File: config.mk
export PLATFORM = sky130hd
export DESIGN_NAME = uart_tx_arbiter
export DESIGN_NICKNAME = d
export VERILOG_FILES = /design/src/rtl/uart_arb_pkg.sv /design/src/rtl/uart_rr_picker.sv /design/src/rtl/uart_tx_arbiter.sv
export SDC_FILE = /design/constraint.sdc
export NUM_CORES = 1
export LEC_CHECK = 0
export BUFFER_PORTS_ARGS = -buffer_cell sky130_fd_sc_hd__buf_2
export CAP_MARGIN = 20
export CELL_PAD_IN_SITES_DETAIL_PLACEMENT = 0
export CELL_PAD_IN_SITES_GLOBAL_PLACEMENT = 2
export CORE_MARGIN = 10
export CORE_UTILIZATION = 28
export CTS_CLUSTER_DIAMETER = 30
export DETAILED_ROUTE_END_ITERATION = 7
export PLACE_DENSITY = 0.87
export REMOVE_ABC_BUFFERS = 1
export SYNTH_ARGS = -nofsm -noshare
export SYNTH_HDL_FRONTEND = slang
export SYNTH_SLANG_ARGS = --single-unit
export TNS_END_PERCENT = 5
File: constraint.sdc
create_clock -name i_clk -period 3 [get_ports i_clk]
set_input_delay 0.15 -clock i_clk [delete_from_list [all_inputs] [get_ports i_clk]]
set_output_delay 0.15 -clock i_clk [all_outputs]
set_load 0.01 [all_outputs]
File: src/rtl/uart_arb_pkg.sv
// Shared FSM encoding and timing constants for the UART transmit arbiter.
// Optional watchdog: define UART_ARB_TIMEOUT_EN to enable the WAIT_DONE abort.
package uart_arb_pkg;

  typedef enum logic [1:0] {
    S_IDLE      = 2'd0,
    S_LAUNCH    = 2'd1,
    S_WAIT_DONE = 2'd2,
    S_ACK       = 2'd3
  } arb_state_t;

  // Watchdog default is this many UART bit periods (one frame plus margin).
  localparam int TIMEOUT_MULT = 12;

endpackage

File: src/rtl/uart_rr_picker.sv
// Combinational rotating-priority pick: first set request at or above rr_ptr,
// wrapping modulo NUM_REQ. Produces a one-hot winner and a valid flag.
module uart_rr_picker
  import uart_arb_pkg::*;
#(
  parameter int NUM_REQ = 4,
  parameter int PTR_W   = 2
) (
  input  logic [NUM_REQ-1:0] req,
  input  logic [PTR_W-1:0]   rr_ptr,
  output logic [NUM_REQ-1:0] winner,
  output logic               valid
);

  always_comb begin
    int idx;
    winner = '0;
    valid  = 1'b0;
    idx    = 0;
    for (int i = 0; i < NUM_REQ; i++) begin
      idx = int'(rr_ptr) + i;
      if (idx >= NUM_REQ) idx = idx - NUM_REQ;
      if (!valid && req[idx]) begin
        winner[idx] = 1'b1;
        valid       = 1'b1;
      end
    end
  end

endmodule

File: src/rtl/uart_tx_arbiter.sv
// Round-robin arbiter sharing one UART transmitter between NUM_REQ requesters.
// Define UART_ARB_TIMEOUT_EN to add the WAIT_DONE watchdog (o_timeout).
module uart_tx_arbiter
  import uart_arb_pkg::*;
#(
  parameter int NUM_REQ      = 4,
  parameter int CLKs_Per_Bit = 87,
  parameter int TIMEOUT_CLKS = TIMEOUT_MULT * CLKs_Per_Bit
) (
  input  logic                 i_clk,
  input  logic                 i_rst_n,
  input  logic [NUM_REQ-1:0]   i_req,
  input  logic [8*NUM_REQ-1:0] i_req_byte,
  output logic [NUM_REQ-1:0]   o_grant,
  output logic [NUM_REQ-1:0]   o_ack,
  output logic                 o_tx_dv,
  output logic [7:0]           o_tx_byte,
  input  logic                 i_tx_done,
  output logic                 o_busy,
  output logic                 o_timeout,
  output logic [1:0]           o_state
);

  localparam int PTR_W = (NUM_REQ > 1) ? $clog2(NUM_REQ) : 1;

  if (NUM_REQ < 2 || NUM_REQ > 8 || CLKs_Per_Bit < 1 || TIMEOUT_CLKS < 2) begin : g_bad_cfg
    $error("uart_tx_arbiter: illegal parameter set");
  end

  // Handshake: i_req is a level; a request is taken when the arbiter is IDLE,
  // o_tx_dv pulses once per capture, i_tx_done is honoured only in WAIT_DONE,
  // and o_ack pulses once to the owner while o_grant is still held.
  arb_state_t state, state_next;
  logic [PTR_W-1:0]   rr_ptr, owner_next;
  logic [NUM_REQ-1:0] pick_winner;
  logic               pick_valid;
  logic [7:0]         pick_byte;
  logic [PTR_W-1:0]   pick_next_ptr;
  logic               capture, release_own, retire;

  uart_rr_picker #(.NUM_REQ(NUM_REQ), .PTR_W(PTR_W)) u_picker (
    .req    (i_req),
    .rr_ptr (rr_ptr),
    .winner (pick_winner),
    .valid  (pick_valid)
  );

  always_comb begin
    pick_byte     = '0;
    pick_next_ptr = '0;
    for (int k = 0; k < NUM_REQ; k++) begin
      if (pick_winner[k]) begin
        pick_byte     = i_req_byte[8*k +: 8];
        pick_next_ptr = (k == NUM_REQ - 1) ? '0 : PTR_W'(k + 1);
      end
    end
  end

`ifdef UART_ARB_TIMEOUT_EN
  localparam int WD_W = $clog2(TIMEOUT_CLKS);
  logic [WD_W-1:0] wd;
  logic            expire;
`endif

  always_ff @(posedge i_clk or negedge i_rst_n) begin
    if (!i_rst_n) state <= S_IDLE;
    else          state <= state_next;
  end

  always_comb begin
    state_next  = state;
    capture     = 1'b0;
    release_own = 1'b0;
`ifdef UART_ARB_TIMEOUT_EN
    expire      = 1'b0;
`endif
    case (state)
      S_IDLE: begin
        if (pick_valid) begin
          capture    = 1'b1;
          state_next = S_LAUNCH;
        end
      end
      S_LAUNCH: state_next = S_WAIT_DONE;
      S_WAIT_DONE: begin
        if (i_tx_done) state_next = S_ACK;
`ifdef UART_ARB_TIMEOUT_EN
        else if (wd == WD_W'(TIMEOUT_CLKS - 1)) begin
          expire     = 1'b1;
          state_next = S_IDLE;
        end
`endif
      end
      S_ACK: begin
        release_own = 1'b1;
        state_next  = S_IDLE;
      end
      default: state_next = S_IDLE;
    endcase
  end

`ifdef UART_ARB_TIMEOUT_EN
  assign retire = release_own | expire;

  // Counter restarts whenever WAIT_DONE is left, so each transfer gets a full window.
  always_ff @(posedge i_clk or negedge i_rst_n) begin
    if (!i_rst_n) begin
      wd        <= '0;
      o_timeout <= 1'b0;
    end else begin
      o_timeout <= expire;
      if (state == S_WAIT_DONE && state_next == S_WAIT_DONE) wd <= wd + 1'b1;
      else                                                  wd <= '0;
    end
  end
`else
  assign retire    = release_own;
  assign o_timeout = 1'b0;
`endif

  always_ff @(posedge i_clk or negedge i_rst_n) begin
    if (!i_rst_n) begin
      o_grant    <= '0;
      o_tx_byte  <= 8'h00;
      rr_ptr     <= '0;
      owner_next <= '0;
    end else begin
      if (capture) begin
        o_grant    <= pick_winner;
        o_tx_byte  <= pick_byte;
        owner_next <= pick_next_ptr;
      end
      if (retire) begin
        o_grant <= '0;
        rr_ptr  <= owner_next;
      end
    end
  end

  assign o_ack   = (state == S_ACK) ? o_grant : '0;
  assign o_tx_dv = (state == S_LAUNCH);
  assign o_busy  = (state != S_IDLE);
  assign o_state = state;

endmodule

* Yosys cells after proc, flatten, opt, wreduce, memory -nomap -nowiden
Index checks and enable logic that the tools add are counted. Widths: inputs -> output; s select.
Word-level totals: register bits 18, bits in latches 0, bits in writable memories 0, memory bits (read-only) 0, output and inout bits 21, logic and storage cells 95, memories 0
Cells by class: add/subtract/negate cells 7, multipliers 0, div/mod/pow operators 0, magnitude comparators 12, equality and inequality tests 5, shift operators 0, mux-type cells 49, bitwise operators 3, reductions and logical operators 14
Operators with widths (number):
- $ge 32x1->1 const B | 4
- $lt 32x4->1 const B | 4
- $mux 32 | 4
- $ge 32x4->1 const B | 3
- $sub 32x4->32 const B | 3
- $mux 8 | 4
- $mux 4 | 7
- $mux 1 | 20
- $or 4x4->4 | 3
- $mux 2 | 5
- $bmux 1 s2 | 4
- $demux 1 s2 | 4
- $pmux 2 s4 | 1
- $logic_and 1x1->1 | 7
- $add 2x2->3 const B | 2
- $eq 2x2->1 const B | 2
- $ne 2x2->1 const B | 2
- $reduce_bool 2->1 | 2
- $sub 2x3->4 const B | 1
- $add 2x1->3 const B | 1
- $ge 2x3->1 const B | 1
- $logic_not 1->1 | 3
- $eq 2x1->1 const B | 1
- $logic_not 2->1 | 1
- $reduce_and 2->1 | 1

* Depth between registers and ports, before layout
word-level depth 19, depth in mapped cells 10

* Hierarchy
A second synthesis with hierarchy kept.
Unflattened totals: cell total of the unflattened synthesis 182, area total of the unflattened synthesis 1544.0 sq um
By module, submodules not included:
- uart_tx_arbiter | instances 1, cells each 123, area an instance 1086.0 sq um, sequential area each 450.4 sq um
- uart_rr_picker | instances 1, cells each 59, area an instance 457.9 sq um, sequential area each 0.0 sq um

* Worst setup path before layout
No wires, ideal clock.
path kind register to register, start register rr_ptr[0], end register o_tx_byte[0], arrival time 2.341 ns, required time 2.889 ns, setup slack 0.548 ns, cell stages (with the launch flop) 11, path buffers 2, cell sequence dfrtp_1 buf_6 inv_1 ha_1 or3b_2 a21oi_1 or2_2 a221o_1 nor2b_1 buf_2 a222oi_1
Between the ends: word-level cells in the longest chain between the ends 19, elaborated cells on any way between the ends 70, classes of those cells 7 x add/sub; 12 x order compare; 38 x mux; 3 x bitwise; 10 x reduce/logical
RTL lines:
- from (decl) | RTL line uart_tx_arbiter.sv:34 | logic [PTR_W-1:0] rr_ptr, owner_next;
- from (signal assigned) | RTL line uart_tx_arbiter.sv:135 | rr_ptr <= owner_next;
- parallel branches: the longest is 19 deep, another holds $sub 32x4->32
- to (signal assigned) | RTL line uart_tx_arbiter.sv:130 | o_tx_byte <= pick_byte;
- to (decl) | RTL line uart_tx_arbiter.sv:17 | output logic [7:0] o_tx_byte,
Several ways; the timed one is not identified. The select of a mux whose other input is x is not followed. A chain may end at the register's enable or synchronous reset.

* Worst setup path after layout
start register rr_ptr[1], end register o_tx_byte[4]
The elaborated chain is that of the path after synthesis.

==> summary.md <==
| Metric | Value |
|---|---|
| Total Wirelength | ~4.4 mm |
| Seq cells post-synth | 18 |
| Synth top area share | approximately 30% |
| Crit start category | flop |
| Core area | 5140 um2 |
| Synth-to-Final Area Change | 29.1% |
| TritonCTS clock tree | built |
| Synth top area cells | dfrtp_1 (30%), ha_1 (9.2%), a222oi_1 (5.4%) |
| Routed wire per std cell | between 15 and 20 um |
| Dpl hpwl | about 3.5 mm |
| Chip height | between 90 and 100 um |
| Placed cell count | 280 |
| 1st-iter DRT viols | 76 |
| Global-route wire length before repair | about 7.4 mm |
| Outcome | finished clean |
| Final hold viol count | 0 |
| Seq/Total Area, Yosys | between 30 and 40% |
| P_leak | approximately 0.95 nW |
| Post-Syn Instances | ~160 |
| Worst-path clk slew | approximately 0.07 ns |
| Synth warn | 0 |
| Crit path required time | between 3 and 4 ns |
| Relative slew slack | approximately half |
| Clk root buf | clkbuf_8 |
| Synth area leader | dfrtp_1 |
| N_diodes | 0 |
| Setup WS pre-CTS | around 0.12 ns |
| Latest clock arrival within the worst-skew pair | 0.25 ns |
| RSZ-0062 raised after global routing | no |
| Power per Cell Area | around 970 nW/um2 |
| All-layer global routing usage | approximately a tenth |
| Final ANT Viol Nets | 0 |
| Number of remaining DRC errors | 0 |
| Mean post-synth cell area | roughly 9.6 um2 |
| Vias in the first global route | about 1.6k |
| Achievable Freq | between 300 and 400 MHz |
| Fin crit period | around 2.6 ns |
| Non-filler cells, final | about 290 |
| Total Nets Final | about 270 |
| Setup TNS | 0 ns |
| WP data arrival | ~2.8 ns |
| Layout cells sized above 1 | 37.7% |
| Max Cap Viol | 0 |
| Vias/cell | 4.86 |
| Tcrit/Tclk final | ~88% |
| Netlist Area Pre-Place | between 1000 and 1500 um2 |
| Synth unique cells | 42 |
| Largest net degree at the start of global routing | 19 |
| Max-slew violations | 0 |
| GRT overflow | 0 |
| EDFF count, synth | 0 |
| Final Worst Setup Slack | between 0.3 and 0.4 ns |
| Antenna violations before repair | 0 |
| # port buffers | 58 |
| Most used DFF post-synth | dfrtp_1 |
| Clk sinks | 18 |
| Final GP Congestion | a little under 0.9 |
| Inserted Clock Buffers | 3 |
| Via count | 1385 |
| Critical path type | reg2reg |
| IO Pins | 60 |
| Row count | 26 |
| First drt pass iteration count | 4 |
| H-tree lvl count | 1 |
| CP endpoint kind | flop |
| Die Wd | around 93 um |
| Max Root-Sink Buffers | 2 |
| Post-CTS Setup Bufs | 0 |
| Final setup vio count | 0 |
| Total power | 1.87 mW |
| Crit-path max FO | 9 |
| Die footprint | ~8700 um2 |
| Peak supply drop | around 0.34 mV |
| Core Util, Final | between 30% and 40% |
| Worst Tran Pin Value | between 0.7 and 0.8 ns |
| Hold/Removal Path Class | in2reg |
| Starting Density | between 20% and 30% |
| Clock skew | around 0.0024 ns |
| Async S/R FF share, synth | 100% |
## cell families after synthesis
| family | after synthesis | synth area share (%) |
|---|---|---|
| compound gates | 47 | 26.3 |
| simple gates | 42 | 16.1 |
| buf+inv | 25 | 7.80 |
| mux | 11 | 10.1 |
| other cells | 1 | 0.251 |
| flops | 18 | 30.2 |
| fa+ha+maj | 11 | 9.22 |
## final timing paths
path | start | to | slack (ns) | cells after the start
worst max-delay path | rr_ptr[1] | o_tx_byte[4] | 0.35 | 8
worst min-delay path | i_req_byte[22] | o_tx_byte[6] | 0.15 | 3
worst max register to register | rr_ptr[1] | o_tx_byte[4] | 0.35 | 8
worst min register to register | owner_next[1] | owner_next[1] | 0.49 | 2
max in group asynchronous | i_rst_n | rr_ptr[1] | 2.36 | 2
min in group asynchronous | i_rst_n | o_tx_byte[7] | 0.35 | 2
## layer usage
metal	share of wire, %	global-route usage (%)	up-vias
met1	44	12.4	643
met3	6.0	2.80	4
li1	-	-	698
met2	50	17.2	40
met4	0.66	2.70	0
met5	0	0	-
## state kept, by name, summed over array words and instances, names as in the netlist
signal / cells
o_tx_byte: 8
o_grant: 4
o_state: 2
owner_next: 2
rr_ptr: 2
## worst max-delay path, cell delays in order (launching register included)
cell	delay, ns
dfrtp_1	0.42
inv_1	0.13
ha_1	0.38
mux4_2	0.41
nand3b_1	0.22
o21a_1	0.19
nor2_2	0.34
o211ai_1	0.16
a222oi_1	0.29
## synthesized netlist by cell type, drive strengths merged (2+ instances only)
cell type  number
clkbuf          2
nor3            2
a221o           2
nor2            8
buf             7
and2            5
or2             2
or3b            3
nand3b          7
a211oi          8
inv            16
a222oi          8
ha             11
o21ai           6
dfrtp          18
mux4            3
o211ai          8
nand2          11
mux2i           8
a21oi           7
## layout make-up
class,instances,area (um2)
timing repair buffer,65,345
fill,550,3210
clock buffer,4,55.1
sequential,18,450
inverter,16,60.1
tap,70,87.6
multi-input combinational,112,928
## metrics by stage
stage | area, um2 | hold WS [ns]
after floorplan | 1440 | -0.146
after detailed placement | 1860 | 0.112
after global placement | 1860 | 0.110
after CTS | 1920 | 0.149
after global routing | 1930 | 0.165
final | 1930 | 0.154
## cell usage in the layout, fill, tap and decap left out, types with 4 or more instances in the layout
cell type,synthesis,layout
inv_1,16,16
buf_2,3,58
a211oi_1,8,8
clkbuf_8,0,4
ha_1,11,11
nand2_1,10,10
a21oi_1,6,6
a222oi_1,8,8
nor2_1,7,7
buf_4,3,6
mux2i_1,8,8
and2_1,5,5
o211ai_1,8,8
o21ai_0,4,4
dfrtp_1,18,18
nand3b_1,7,7
## power breakdown
| part | switching, mW | internal (mW) |
|---|---|---|
| Clock | 0.0851 | 0.117 |
| Combinational | 0.674 | 0.542 |
| Sequential | 0.0781 | 0.371 |
| Total | 0.837 | 1.03 |
## timing repair
action / 4_1_cts / 5_1_grt
hold buffers: 1 / 0
endpoints found under the hold margin: 18 / 0
setup endpoints to repair: 0 / 9
gates resized for setup: 0 / 1
Note: power is estimated with default switching activity, not from simulation.
